$ cat src/rtl/fifo_reader.sv
// Read-side controller for the on-chip FIFO: drains a commanded burst of words,
// hides the FIFO's one-cycle read latency in a 2-entry skid buffer, streams valid/ready.
module fifo_reader #(
  parameter int WIDTH     = 16,
  parameter int LEN_WIDTH = 9
) (
  input  logic                        fifo_reader_clk,
  input  logic                        fifo_reader_rst_n,
  input  logic                        cmd_start,
  input  logic [LEN_WIDTH-1:0]        cmd_len,
  output logic                        busy,
  output logic                        done,
  output logic                        fifo_re,
  input  logic                        fifo_empty,
  input  logic signed [WIDTH-1:0]     fifo_out,
  output logic                        m_valid,
  input  logic                        m_ready,
  output logic signed [WIDTH-1:0]     m_data
);

  typedef enum logic [1:0] {
    ST_IDLE  = 2'd0,
    ST_READ  = 2'd1,
    ST_DRAIN = 2'd2
  } state_e;

  state_e                    state_q, state_d;
  logic [LEN_WIDTH-1:0]      len_q, len_d;
  logic [LEN_WIDTH-1:0]      issued_q, issued_d;
  logic [LEN_WIDTH-1:0]      delivered_q, delivered_d;
  logic                      inflight_q, inflight_d;
  logic                      done_q, done_d;
  logic [1:0]                skid_cnt_q, skid_cnt_d;
  logic signed [WIDTH-1:0]   skid0_q, skid0_d;
  logic signed [WIDTH-1:0]   skid1_q, skid1_d;

  logic                      pop_s;
  logic [2:0]                occ_s;
  logic                      re_s;

  assign busy    = (state_q != ST_IDLE);
  assign done    = done_q;
  assign m_valid = (skid_cnt_q != 2'd0);
  assign m_data  = skid0_q;
  assign fifo_re = re_s;

  // Issue decision: a read is only launched if its word is guaranteed a skid slot
  always_comb begin
    pop_s = 1'b0;
    occ_s = 3'd0;
    re_s  = 1'b0;
    pop_s = (skid_cnt_q != 2'd0) && m_ready;
    occ_s = {1'b0, skid_cnt_q} + {2'b00, inflight_q} - {2'b00, pop_s};
    if (fifo_reader_rst_n && (state_q == ST_READ) && (issued_q < len_q) &&
        !fifo_empty && (occ_s < 3'd2)) begin
      re_s = 1'b1;
    end else begin
      re_s = 1'b0;
    end
  end

  // Burst sequencing and counters
  always_comb begin
    state_d     = state_q;
    len_d       = len_q;
    done_d      = 1'b0;
    inflight_d  = re_s;
    issued_d    = re_s  ? issued_q + LEN_WIDTH'(1)    : issued_q;
    delivered_d = pop_s ? delivered_q + LEN_WIDTH'(1) : delivered_q;
    case (state_q)
      ST_IDLE: begin
        if (cmd_start) begin
          if (cmd_len != '0) begin
            state_d     = ST_READ;
            len_d       = cmd_len;
            issued_d    = '0;
            delivered_d = '0;
          end else begin
            done_d = 1'b1;
          end
        end else begin
          state_d = ST_IDLE;
        end
      end
      ST_READ: begin
        if (issued_d == len_q) begin
          state_d = ST_DRAIN;
        end else begin
          state_d = ST_READ;
        end
      end
      ST_DRAIN: begin
        if (delivered_d == len_q) begin
          state_d = ST_IDLE;
          done_d  = 1'b1;
        end else begin
          state_d = ST_DRAIN;
        end
      end
      default: begin
        state_d = ST_IDLE;
      end
    endcase
  end

  // Skid buffer: entry 0 is the head; capture and pop may coincide
  always_comb begin
    skid0_d    = skid0_q;
    skid1_d    = skid1_q;
    skid_cnt_d = skid_cnt_q;
    case ({inflight_q, pop_s})
      2'b10: begin
        case (skid_cnt_q)
          2'd0:    skid0_d = fifo_out;
          2'd1:    skid1_d = fifo_out;
          default: skid1_d = skid1_q;
        endcase
        skid_cnt_d = skid_cnt_q + 2'd1;
      end
      2'b01: begin
        skid0_d    = skid1_q;
        skid_cnt_d = skid_cnt_q - 2'd1;
      end
      2'b11: begin
        if (skid_cnt_q == 2'd1) begin
          skid0_d = fifo_out;
        end else begin
          skid0_d = skid1_q;
          skid1_d = fifo_out;
        end
      end
      default: begin
        skid_cnt_d = skid_cnt_q;
      end
    endcase
  end

  // State register with synchronous active-low reset
  always_ff @(posedge fifo_reader_clk) begin
    if (!fifo_reader_rst_n) begin
      state_q     <= ST_IDLE;
      len_q       <= '0;
      issued_q    <= '0;
      delivered_q <= '0;
      inflight_q  <= 1'b0;
      done_q      <= 1'b0;
      skid_cnt_q  <= 2'd0;
      skid0_q     <= '0;
      skid1_q     <= '0;
    end else begin
      state_q     <= state_d;
      len_q       <= len_d;
      issued_q    <= issued_d;
      delivered_q <= delivered_d;
      inflight_q  <= inflight_d;
      done_q      <= done_d;
      skid_cnt_q  <= skid_cnt_d;
      skid0_q     <= skid0_d;
      skid1_q     <= skid1_d;
    end
  end

endmodule
$ cat config.mk
export PLATFORM = sky130hd
export DESIGN_NAME = fifo_reader
export DESIGN_NICKNAME = d
export VERILOG_FILES = /design/src/rtl/fifo_reader.sv
export SDC_FILE = /design/constraint.sdc
export NUM_CORES = 1
export LEC_CHECK = 0
export BUFFER_PORTS_ARGS = -buffer_cell sky130_fd_sc_hd__buf_2
export CELL_PAD_IN_SITES_DETAIL_PLACEMENT = 0
export CELL_PAD_IN_SITES_GLOBAL_PLACEMENT = 2
export CORE_UTILIZATION = 25
export CTS_BUF_LIST = sky130_fd_sc_hd__clkbuf_4
export CTS_CLUSTER_DIAMETER = 50
export CTS_CLUSTER_SIZE = 12
export DETAILED_ROUTE_END_ITERATION = 7
export GPL_ROUTABILITY_DRIVEN = 0
export PLACE_DENSITY_LB_ADDON = 0.25
export SYNTH_ARGS = -nofsm -noshare
export SYNTH_HDL_FRONTEND = slang
export SYNTH_SLANG_ARGS = --single-unit
$ cat constraint.sdc
create_clock -name fifo_reader_clk -period 8.17 [get_ports fifo_reader_clk]
set_input_delay 2.451 -clock fifo_reader_clk [delete_from_list [all_inputs] [get_ports fifo_reader_clk]]
set_output_delay 2.451 -clock fifo_reader_clk [all_outputs]
set_load 0.005 [all_outputs]
; After elaboration in Yosys (flattened, before gate mapping)
; Cells that the tools add are included.
; Widths: inputs -> output; s select.
[word_totals]
output_inout_bits = 20
word_cells = 69
ram_bits = 0
memories = 0
latch_bits = 0
romBits = 0
ff_bits = 65
[classes]
eq_ne = 11
n_mux = 24
n_shift = 0
reduce_logical = 17
n_mul = 0
div = 0
n_lt_le_gt_ge = 2
bitwise = 0
addsub = 6
[op_table]
columns = cell, count
row1 = $mux 9, 8
row2 = $mux 16, 3
row3 = $pmux 16 s3, 1
row4 = $pmux 16 s2, 1
row5 = $add 9x1->9 const B, 2
row6 = $eq 9x9->1, 2
row7 = $lt 9x9->1, 1
row8 = $reduce_bool 9->1, 1
row9 = $mux 2, 4
row10 = $reduce_bool 2->1, 4
row11 = $eq 2x1->1 const B, 3
row12 = $eq 2x2->1 const B, 3
row13 = $pmux 2 s3, 1
row14 = $logic_and 1x1->1, 5
row15 = $logic_not 2->1, 2
row16 = $mux 1, 4
row17 = $pmux 2 s2, 1
row18 = $reduce_and 2->1, 2
row19 = $add 2x1->3, 1
row20 = $lt 3x2->1 const B, 1
row21 = $ne 3x3->1 const B, 1
row22 = $reduce_and 3->1, 1
row23 = $reduce_bool 3->1, 1
row24 = $sub 3x1->3, 1
row25 = 6 further kinds, 6

; Longest topological paths before layout
; Gate-level depths: netlist of run 1.
[depth]
depth_word = 10
depth_mapped = 16

; Least setup slack after synthesis of run 1
; Ideal clock, no wire load.
[synth_timing]
kind = input port to output port
start = input port m_ready
end = output port fifo_re
t_required_ns = 5.719
path_slack_ns = 1.030
stages = 9
path_buffers = 1
t_arrival_ns = 4.689
cell_sequence = nand2_1 -> clkinv_1 -> ha_1 -> nand2b_1 -> fa_1 -> nor4bb_1 -> nand4_1 -> a211oi_4 -> buf_2
[synth_via]
elab_chain_cells = 5
[synth_lines]
columns = element, line
row1 = from (decl), 17  ; input logic m_ready,
row2 = $logic_and 1x1->1, 52  ; pop_s = (skid_cnt_q != 2'd0) && m_ready;
row3 = $sub 3x1->3, 53  ; occ_s = {1'b0, skid_cnt_q} + {2'b00, inflight_q} - {2'b00, pop_s};
row4 = $lt 3x2->1, 55  ; !fifo_empty && (occ_s < 3'd2)) begin
row5 = $logic_and 1x1->1, 55
row6 = $mux 1, 54  ; if (fifo_reader_rst_n && (state_q == ST_READ) && (issued_q < len_q) &&
row7 = to (decl), 13  ; output logic fifo_re,
; Every way passes these cells.

; Worst setup path after layout of run 1
; Ends and elaborated chain as after synthesis.

==> results of run 1 <==
## worst max-delay path by stage
stage | startpoint | cells after the start | end
after floorplan | m_ready | 9 | fifo_re
after global placement | m_ready | 10 | fifo_re
after detailed placement | m_ready | 10 | fifo_re
after CTS | m_ready | 10 | fifo_re
after global routing | m_ready | 10 | fifo_re
final | m_ready | 10 | fifo_re
## routing by layer
metal	up-vias	wire length [um]
met2	52	3970
met4	0	80
met3	7	461
met1	1314	4140
li1	1411	-
met5	-	0
## flip-flops by register name, summed over array words and instances, names as in the netlist
register and cells:
len_q 9, delivered_q 9, skid1_q 16, m_data 16, inflight_q 1, skid_cnt_q 2
done 1, state_q 2, issued_q 9
## cell type report
cell class / count / share of cell area, %
Multi-Input combinational cell: 276 / 50.7
Sequential cell: 65 / 31.8
Timing Repair Buffer: 53 / 6.73
Tap cell: 176 / 5.38
Clock inverter: 6 / 2.23
Clock buffer: 9 / 1.65
Inverter: 16 / 1.47
## kinds of logic after synthesis
kind of cell	Yosys count
AO/OA/AOI/OAI	64
multiplexers	23
buffers and inverters	35
XOR/XNOR	37
adder cells (fa/ha/maj)	17
AND/OR/NAND/NOR	135
flip-flops	65
## power by group
part / switching (W) / internal (W) / total (W)
Combinational: 0.0000814 / 0.0000772 / 0.000159
Sequential: 0.0000182 / 0.000339 / 0.000357
Clock: 0.000129 / 0.000125 / 0.000253
Total: 0.000229 / 0.000541 / 0.000769
## worst max-delay path, delay by kind of cell
family | cells | cell delay, ns
adders and majority gates | 2 | 0.83
and+or+nand+nor | 4 | 0.76
buffers and inverters | 3 | 0.53
AOI/OAI and AO/OA | 1 | 0.30
## cell usage after synthesis, types with 2 or more instances
master | instances | area (sq um)
xnor3_1 | 3 | 67.6
and2_1 | 3 | 18.8
o21ai_1 | 3 | 15.0
clkbuf_1 | 16 | 60.1
o31ai_1 | 2 | 15.0
a21oi_1 | 5 | 25.0
nand3_1 | 8 | 40.0
o21ai_0 | 6 | 30.0
a41oi_1 | 2 | 17.5
dfxtp_1 | 65 | 1300
nand3b_1 | 2 | 15.0
a211oi_1 | 2 | 15.0
a22oi_1 | 16 | 120
ha_1 | 16 | 200
nand2_1 | 39 | 146
nor2b_1 | 24 | 150
nor3b_1 | 2 | 15.0
nand2b_1 | 5 | 31.3
nor4_1 | 3 | 18.8
nor3_1 | 3 | 15.0
o211a_1 | 16 | 160
inv_1 | 15 | 56.3
nor2_1 | 23 | 86.3
xor2_1 | 14 | 123
mux2i_1 | 23 | 230
nand4_1 | 6 | 37.5
and3_1 | 3 | 18.8
xnor2_1 | 20 | 175
and3_2 | 2 | 15.0
## metrics by stage
stage / worst slack, ns / total power (W)
after floorplan: 1.03 / 0.000470
after global routing: 0.649 / 0.000823
after global placement: 0.870 / 0.000525
final: 0.835 / 0.000769
after CTS: 0.807 / 0.000790
after detailed placement: 0.811 / 0.000526
==> results.json, run 1 <==
{
  "status": "finished, final reports clean",
  "core_sq_um": 13500,
  "required_ns": 5.72,
  "htree_levels": 3,
  "vias_per_cell": 4.63,
  "setup_violations": 0,
  "dp_hpwl_mm": 6.17,
  "track_usage_pct": 13.0,
  "cp_common_cell": "buf_2",
  "cpMaxStageDelayCell": "fa_1",
  "synth.area.mux_share_pct": 6.55,
  "synth_cell_type_count": 58,
  "syn_nets": 423,
  "final_common_cell": "dfxtp_1",
  "min_path_type": "flip-flop to flip-flop",
  "regArea_sq_um": 1300,
  "ant_nets": 0,
  "rrSetupSlack_ns": 4.10,
  "fmax_mhz": 136,
  "worstReg2RegEnd": "state_q[1]$_SDFFE_PN0N_",
  "final_core_util_pct": 30.4,
  "syn-cell-area_sq_um": 3510,
  "die_height_um": 121,
  "routed_wl_mm": 8.65,
  "insertedDiodeCount": 0,
  "grt-ovfl-total": 0,
  "synthAdderAreaFrac_pct": 6.27,
  "antenna_found_initial": 0,
  "synth_compound_area_share_pct": 14.9,
  "syn_avg_cell_area_sq_um": 9.34,
  "fin_area_sq_um": 4090,
  "clkTransAtPathRegs_ns": 0.12,
  "die_w_um": 121,
  "use_met1_pct": 16.5,
  "whs_endpoint": "m_data[4]$_SDFFE_PN0P_",
  "rsz0062_at_grt": "no",
  "drt_pass1_iterations": 4,
  "hp-start": "m_data[4]$_SDFFE_PN0P_",
  "first_global_vias": 2811,
  "fp-row-count": 42,
  "whs_ns": 0.509,
  "place_area_sq_um": 3930,
  "hold_buffers": 0,
  "ys_ff_latch": 65,
  "synth_top_family_by_area": "simple AND/OR/NAND/NOR gates",
  "cts_tree": "done",
  "setup_tns_ns": 0,
  "portBuffers": 49,
  "finalHoldViolations": 0,
  "p_per_area_nw_per_um2": 188,
  "top_usage_layer": "met2",
  "dp_cells": 586,
  "relSlewSlack_pct": 20.2,
  "fp.dieArea_sq_um": 14500,
  "start_util_pct": 26.1,
  "insertion_delay_ns": 0.42,
  "final_cells": 601,
  "fill_cells": 1481,
  "grt_first_pass_wirelength_mm": 14.6,
  "globalRouteMet3Util_pct": 4.53,
  "async_reset_ff_share_pct": 0,
  "vias": 2784,
  "maxCapViolCount": 0,
  "io-pin-count": 50,
  "synth-seq-area-share_pct": 37.0,
  "r2r.worst_path.cells": 16,
  "r2r_start": "skid_cnt_q[1]$_SDFFE_PN0P_",
  "tightest_slew_ns": 1.20,
  "cts.repair.resized": 0,
  "slowest_delay_ns": 0.48,
  "worstSetupPathType": "primary input to primary output",
  "synth_edf_count": 0,
  "wl_per_cell_um": 14.4,
  "crit_path_max_fanout": 9,
  "synthCells": 376,
  "peakVddDrop_v": 0.000105,
  "yosysWarnings": 0,
  "mostFrequentLayoutCells": "dfxtp_1 (65), buf_2 (49), nand2_1 (39), nor2b_1 (24)",
  "final.period_utilization_pct": 89.8,
  "grt_max_degree": 46,
  "finalNetCount": 468,
  "clk_path_buf_depth": 2,
  "met2_usage_pct": 21.2,
  "multi_input_area_sq_um": 2080,
  "cts.sinks": 65,
  "p_leak_nw": 1.72,
  "post-route-drc-count": 0,
  "holdPathStages": 1,
  "area_delta_synth_final_pct": 16.5,
  "synthFlopType": "dfxtp_1",
  "drt_iter0_drc": 112,
  "fin_skew_ns": 0.0105,
  "period_needed_ns": 7.33,
  "cts_inserted_buffers": 9,
  "synthSimpleGateAreaFrac_pct": 20.8,
  "layout-drive-gt1-share_pct": 19.3,
  "cp.arrival_ns": 4.88,
  "path_cells": "buf_2 > nand2_1 > clkinv_1 > ha_1 > nand2b_1 > fa_1 > nor4bb_1 > nand4_1 > a211oi_4 > buf_2",
  "clockRootBuffer": "clkbuf_4",
  "end_kind": "primary output",
  "slew_viol_final": 0,
  "post_cts_buffers": 0,
  "synth-xor-area-share_pct": 10.4,
  "critPathLaunchType": "primary input"
}
(Power assumes the default switching activity.)
==> run 2: changes to the inputs <==
==> constraint.sdc (replaced) <==
create_clock -name fifo_reader_clk -period 8.17 [get_ports fifo_reader_clk]
set_input_delay 1.634 -clock fifo_reader_clk [delete_from_list [all_inputs] [get_ports fifo_reader_clk]]
set_output_delay 1.634 -clock fifo_reader_clk [all_outputs]
set_load 0.005 [all_outputs]
==> run 2 against run 1 <==
Compared with the run above:
- count of clock-buffer cells in the layout increased by 2
- cell count decreased by 0.33%
- sequential power hardly changed
- setup slack gained 1.1 ns
- critical path depth is the same
- flip-flop and latch count did not move
- combinational power hardly changed
- clock power fell by 26%
- worst hold slack got worse by 0.0041 ns
- die area unchanged
- critical endpoint unchanged
- total power decreased by 9.1%
==> results.json, run 2 (same netlist as run 1, synthesis figures left out) <==
{
  "htree_levels": 3,
  "rrSetupSlack_ns": 3.89,
  "cts_inserted_buffers": 9,
  "multi_input_area_sq_um": 2080,
  "die_w_um": 121,
  "cpMaxStageDelayCell": "a211oi_4",
  "holdPathStages": 1,
  "r2r.worst_path.cells": 15,
  "period_needed_ns": 6.19,
  "ant_nets": 0,
  "slowest_delay_ns": 0.67,
  "final.period_utilization_pct": 75.7,
  "mostFrequentLayoutCells": "dfxtp_1 (65), buf_2 (49), nand2_1 (39), nor2b_1 (24)",
  "drt_iter0_drc": 73,
  "routed_wl_mm": 8.32,
  "required_ns": 6.54,
  "post_cts_buffers": 0,
  "layout-drive-gt1-share_pct": 18.7,
  "rsz0062_at_grt": "no",
  "fp.dieArea_sq_um": 14500,
  "portBuffers": 49,
  "insertedDiodeCount": 0,
  "r2r_start": "skid_cnt_q[1]$_SDFFE_PN0P_",
  "antenna_found_initial": 0,
  "peakVddDrop_v": 0.0000796,
  "cts_tree": "done",
  "clockRootBuffer": "clkbuf_4",
  "setup_violations": 0,
  "final_common_cell": "dfxtp_1",
  "grt_first_pass_wirelength_mm": 13.8,
  "drt_pass1_iterations": 4,
  "track_usage_pct": 12.3,
  "grt_max_degree": 47,
  "die_height_um": 121,
  "setup_tns_ns": 0,
  "critPathLaunchType": "primary input",
  "hp-start": "m_data[10]$_SDFFE_PN0P_",
  "fill_cells": 1487,
  "fin_skew_ns": 0.0155,
  "first_global_vias": 2711,
  "finalHoldViolations": 0,
  "hold_buffers": 0,
  "post-route-drc-count": 0,
  "relSlewSlack_pct": 22.6,
  "grt-ovfl-total": 0,
  "p_per_area_nw_per_um2": 174,
  "core_sq_um": 13500,
  "place_ws_ns": 1.96,
  "start_util_pct": 26.1,
  "end_kind": "primary output",
  "worstReg2RegEnd": "state_q[1]$_SDFFE_PN0N_",
  "crit_path_start": "m_ready",
  "slew_viol_final": 0,
  "path_cells": "buf_2 > nand2_1 > clkinv_1 > ha_1 > nand2b_1 > fa_1 > nor4bb_1 > nand4_1 > a211oi_4 > buf_2",
  "p_leak_nw": 1.69,
  "cp_common_cell": "buf_2",
  "fin_ws_ns": 1.98,
  "insertion_delay_ns": 0.43,
  "clk_path_buf_depth": 2,
  "cts.sinks": 65,
  "critPathCapture": "fifo_re",
  "maxCapViolCount": 0,
  "io-pin-count": 50,
  "vias": 2736,
  "cp.arrival_ns": 4.55,
  "dp_hpwl_mm": 5.91,
  "cts.repair.resized": 0,
  "regArea_sq_um": 1300,
  "fp-row-count": 42,
  "finalNetCount": 466,
  "crit_path_max_fanout": 17,
  "worstSetupPathType": "primary input to primary output",
  "status": "finished, final reports clean",
  "fmax_mhz": 162,
  "area_delta_synth_final_pct": 14.5,
  "clkTransAtPathRegs_ns": 0.11,
  "vias_per_cell": 4.57,
  "min_path_type": "flip-flop to flip-flop",
  "tightest_slew_ns": 1.16,
  "wl_per_cell_um": 13.9
}
==> run 2: cell types whose count changed in the layout (fill, tap and decap cells not counted) <==
cell,before,now
clkinvlp_4,0,1
clkinv_1,1,2
clkinv_4,1,0
clkbuf_4,9,11
buf_4,4,2
inv_6,2,0
bufinv_16,2,0
clkinv_2,1,2
==> run 2: worst min path at each step <==
stage | slack, ns | to
finish | 0.51 | m_data[10]$_SDFFE_PN0P_
floorplan | 0.46 | done$_SDFF_PN0_
CTS | 0.51 | m_data[10]$_SDFFE_PN0P_
detailed placement | 0.48 | m_data[10]$_SDFFE_PN0P_
global route | 0.54 | m_data[0]$_SDFFE_PN0P_
global placement | 0.48 | m_data[5]$_SDFFE_PN0P_
==> run 2: critical path, delay by kind of cell <==
| family | cells | cell delay (ns) |
|---|---|---|
| simple gates | 4 | 0.78 |
| fa+ha+maj | 2 | 0.85 |
| compound gates | 1 | 0.67 |
| buf+inv | 3 | 0.60 |
==> run 2: per-layer routing <==
layer  track usage (%)  share of wire, %
met1              15.5                49
met2              19.3                44
met3              3.25               4.7
met4              6.40               1.9
met5                 0                 0
==> run 2: report_power, final <==
part,internal (W),switching [W]
Sequential,0.000339,0.0000178
Clock,0.0000658,0.000120
Combinational,0.0000766,0.0000801
==> run 2: area by class of cell <==
class | instances | share of cell area, %
Clock buffer | 11 | 2.05
Clock inverter | 4 | 0.529
Inverter | 16 | 1.49
Multi-Input combinational cell | 276 | 51.6
Sequential cell | 65 | 32.4
Tap cell | 176 | 5.48
Timing Repair Buffer | 51 | 6.47
==> run 2: per-stage QoR <==
step | hold slack (ns) | util [%] | total power, W | instance area, sq um | cells
2_1_floorplan | 0.461 | - | 0.000470 | 3510 | 376
3_3_place_gp | 0.479 | 29.1 | 0.000524 | 3920 | 584
3_5_place_dp | 0.483 | 29.1 | 0.000524 | 3920 | 584
4_1_cts | 0.513 | 29.9 | 0.000717 | 4020 | 599
5_1_grt | 0.537 | 29.9 | 0.000751 | 4020 | 599
6_report | 0.505 | 29.9 | 0.000700 | 4020 | 599
==> run 3: changes to the inputs <==
Clock period 8.17 ns to 6.42 ns, I/O delays scaled along.
==> run 3 against run 2 <==
Compared with the run above:
- sequential power increased by 27%
- via count grew 0.40%
- total power up 33%
- die area unchanged
- clock power increased by 48%
- utilization rose by 0.30 points
- critical path depth increased by 1
- non-clock buffer count up 2
- register-to-register slack worse by 1.5 ns
- first-iteration DRC count grew 6.8%
- sequential share of layout area shrank 0.32 points
- largest cell class unchanged
- highest routed layer unchanged
==> results.json, run 3 (same netlist as run 1, synthesis figures left out) <==
{
  "vias": 2747,
  "cp.depth": 11,
  "clkTransAtPathRegs_ns": 0.10,
  "layout-drive-gt1-share_pct": 18.8,
  "cts.repair.resized": 0,
  "htree_levels": 3,
  "relSlewSlack_pct": 24.2,
  "r2r_start": "skid_cnt_q[1]$_SDFFE_PN0P_",
  "critPathCapture": "fifo_re",
  "place_ws_ns": 1.19,
  "cts_tree": "done",
  "fp-row-count": 42,
  "clk_path_buf_depth": 2,
  "whs_ns": 0.505,
  "fp.dieArea_sq_um": 14500,
  "globalRouteMet3Util_pct": 5.00,
  "tightest_slew_ns": 1.14,
  "r2r.worst_path.cells": 16,
  "die_w_um": 121,
  "timing.critical_path.buf_inv": 4,
  "dp_hpwl_mm": 5.99,
  "insertion_delay_ns": 0.44,
  "maxCapViolCount": 0,
  "wl_per_cell_um": 14.2,
  "final_common_cell": "dfxtp_1",
  "cp.arrival_ns": 3.93,
  "grt_max_degree": 47,
  "rsz0062_at_grt": "no",
  "grt_first_pass_wirelength_mm": 14.3,
  "period_needed_ns": 5.22,
  "final.period_utilization_pct": 81.2,
  "finalPower_w": 0.000930,
  "path_cells": "buf_2 > nand2_1 > clkinv_1 > ha_1 > nand2b_1 > fa_1 > nor4bb_1 > nand4_1 > a211oi_4 > buf_4 > buf_2",
  "final_core_util_pct": 30.2,
  "status": "finished, final reports clean",
  "vias_per_cell": 4.56,
  "required_ns": 5.14,
  "peakVddDrop_v": 0.000121,
  "crit_family": "adder cells",
  "insertedDiodeCount": 0,
  "die_height_um": 121,
  "worstReg2RegEnd": "state_q[1]$_SDFFE_PN0N_",
  "use_met1_pct": 16.1,
  "start_util_pct": 26.1,
  "area_delta_synth_final_pct": 15.6,
  "crit_path_max_fanout": 17,
  "post_cts_buffers": 0,
  "cpMaxStageDelayCell": "fa_1",
  "fin_skew_ns": 0.0167,
  "min_path_type": "flip-flop to flip-flop",
  "finalHoldViolations": 0,
  "cp_common_cell": "buf_2",
  "mostFrequentLayoutCells": "dfxtp_1 (65), buf_2 (49), nand2_1 (39), nor2b_1 (24)",
  "top_usage_layer": "met2",
  "p_per_area_nw_per_um2": 229,
  "portBuffers": 49,
  "rrSetupSlack_ns": 2.42,
  "fin_ws_ns": 1.20,
  "critPathLaunchType": "primary input",
  "drt_iter0_drc": 78,
  "setup_violations": 0,
  "crit_path_start": "m_ready",
  "drt_pass1_iterations": 4,
  "cts.sinks": 65,
  "core_sq_um": 13500,
  "finalNetCount": 468,
  "post-route-drc-count": 0,
  "fmax_mhz": 192,
  "end_kind": "primary output",
  "routed_wl_mm": 8.55,
  "slowest_delay_ns": 0.48,
  "p_leak_nw": 1.70,
  "slew_viol_final": 0,
  "hold_buffers": 0,
  "grt-ovfl-total": 0,
  "clockRootBuffer": "clkbuf_4",
  "antenna_found_initial": 0,
  "first_global_vias": 2731,
  "worstSetupPathType": "primary input to primary output",
  "track_usage_pct": 12.8,
  "setup_tns_ns": 0,
  "ant_nets": 0,
  "met2_usage_pct": 20.3,
  "cts_inserted_buffers": 9,
  "io-pin-count": 50
}
==> run 3: changes by cell type in the layout (fill, tap and decap cells not counted) <==
cell,delta
clkinvlp_4,+1
clkinv_2,-1
buf_4,+2
clkinv_1,+2
clkbuf_4,-2
bufinv_16,+1
==> run 3: cell type report <==
class	instances	area [sq um]
Fill cell	1463	9390
Multi-Input combinational cell	276	2080
Sequential cell	65	1300
Timing Repair Buffer	53	275
Tap cell	176	220
Clock buffer	9	67.6
Clock inverter	7	61.3
Inverter	16	60.1
==> run 3: routing by layer <==
layer,routed length [um],vias to the layer above
met5,0,-
met4,81,0
met3,544,7
met2,3760,58
met1,4170,1271
li1,-,1411
==> run 3: stage by stage <==
stage               instances  area (sq um)
finish                    602          4060
CTS                       602          4060
global placement          586          3930
detailed placement        586          3930
global route              602          4060
floorplan                 376          3510
==> run 3: how the worst min path moves through the flow <==
stage / cells after the start / from / to
2_1_floorplan: 1 / state_q[0]$_SDFFE_PN0N_ / done$_SDFF_PN0_
3_3_place_gp: 1 / m_data[5]$_SDFFE_PN0P_ / m_data[5]$_SDFFE_PN0P_
3_5_place_dp: 1 / m_data[12]$_SDFFE_PN0P_ / m_data[12]$_SDFFE_PN0P_
4_1_cts: 1 / m_data[5]$_SDFFE_PN0P_ / m_data[5]$_SDFFE_PN0P_
5_1_grt: 1 / m_data[1]$_SDFFE_PN0P_ / m_data[1]$_SDFFE_PN0P_
6_report: 1 / m_data[5]$_SDFFE_PN0P_ / m_data[5]$_SDFFE_PN0P_
==> run 3: report_power, final <==
part | leakage, nW | internal (W) | total, W | switching [W]
logic | 1.11 | 0.0000981 | 0.000201 | 0.000103
registers | 0.527 | 0.000431 | 0.000454 | 0.0000226
clock network | 0.0644 | 0.000114 | 0.000275 | 0.000161
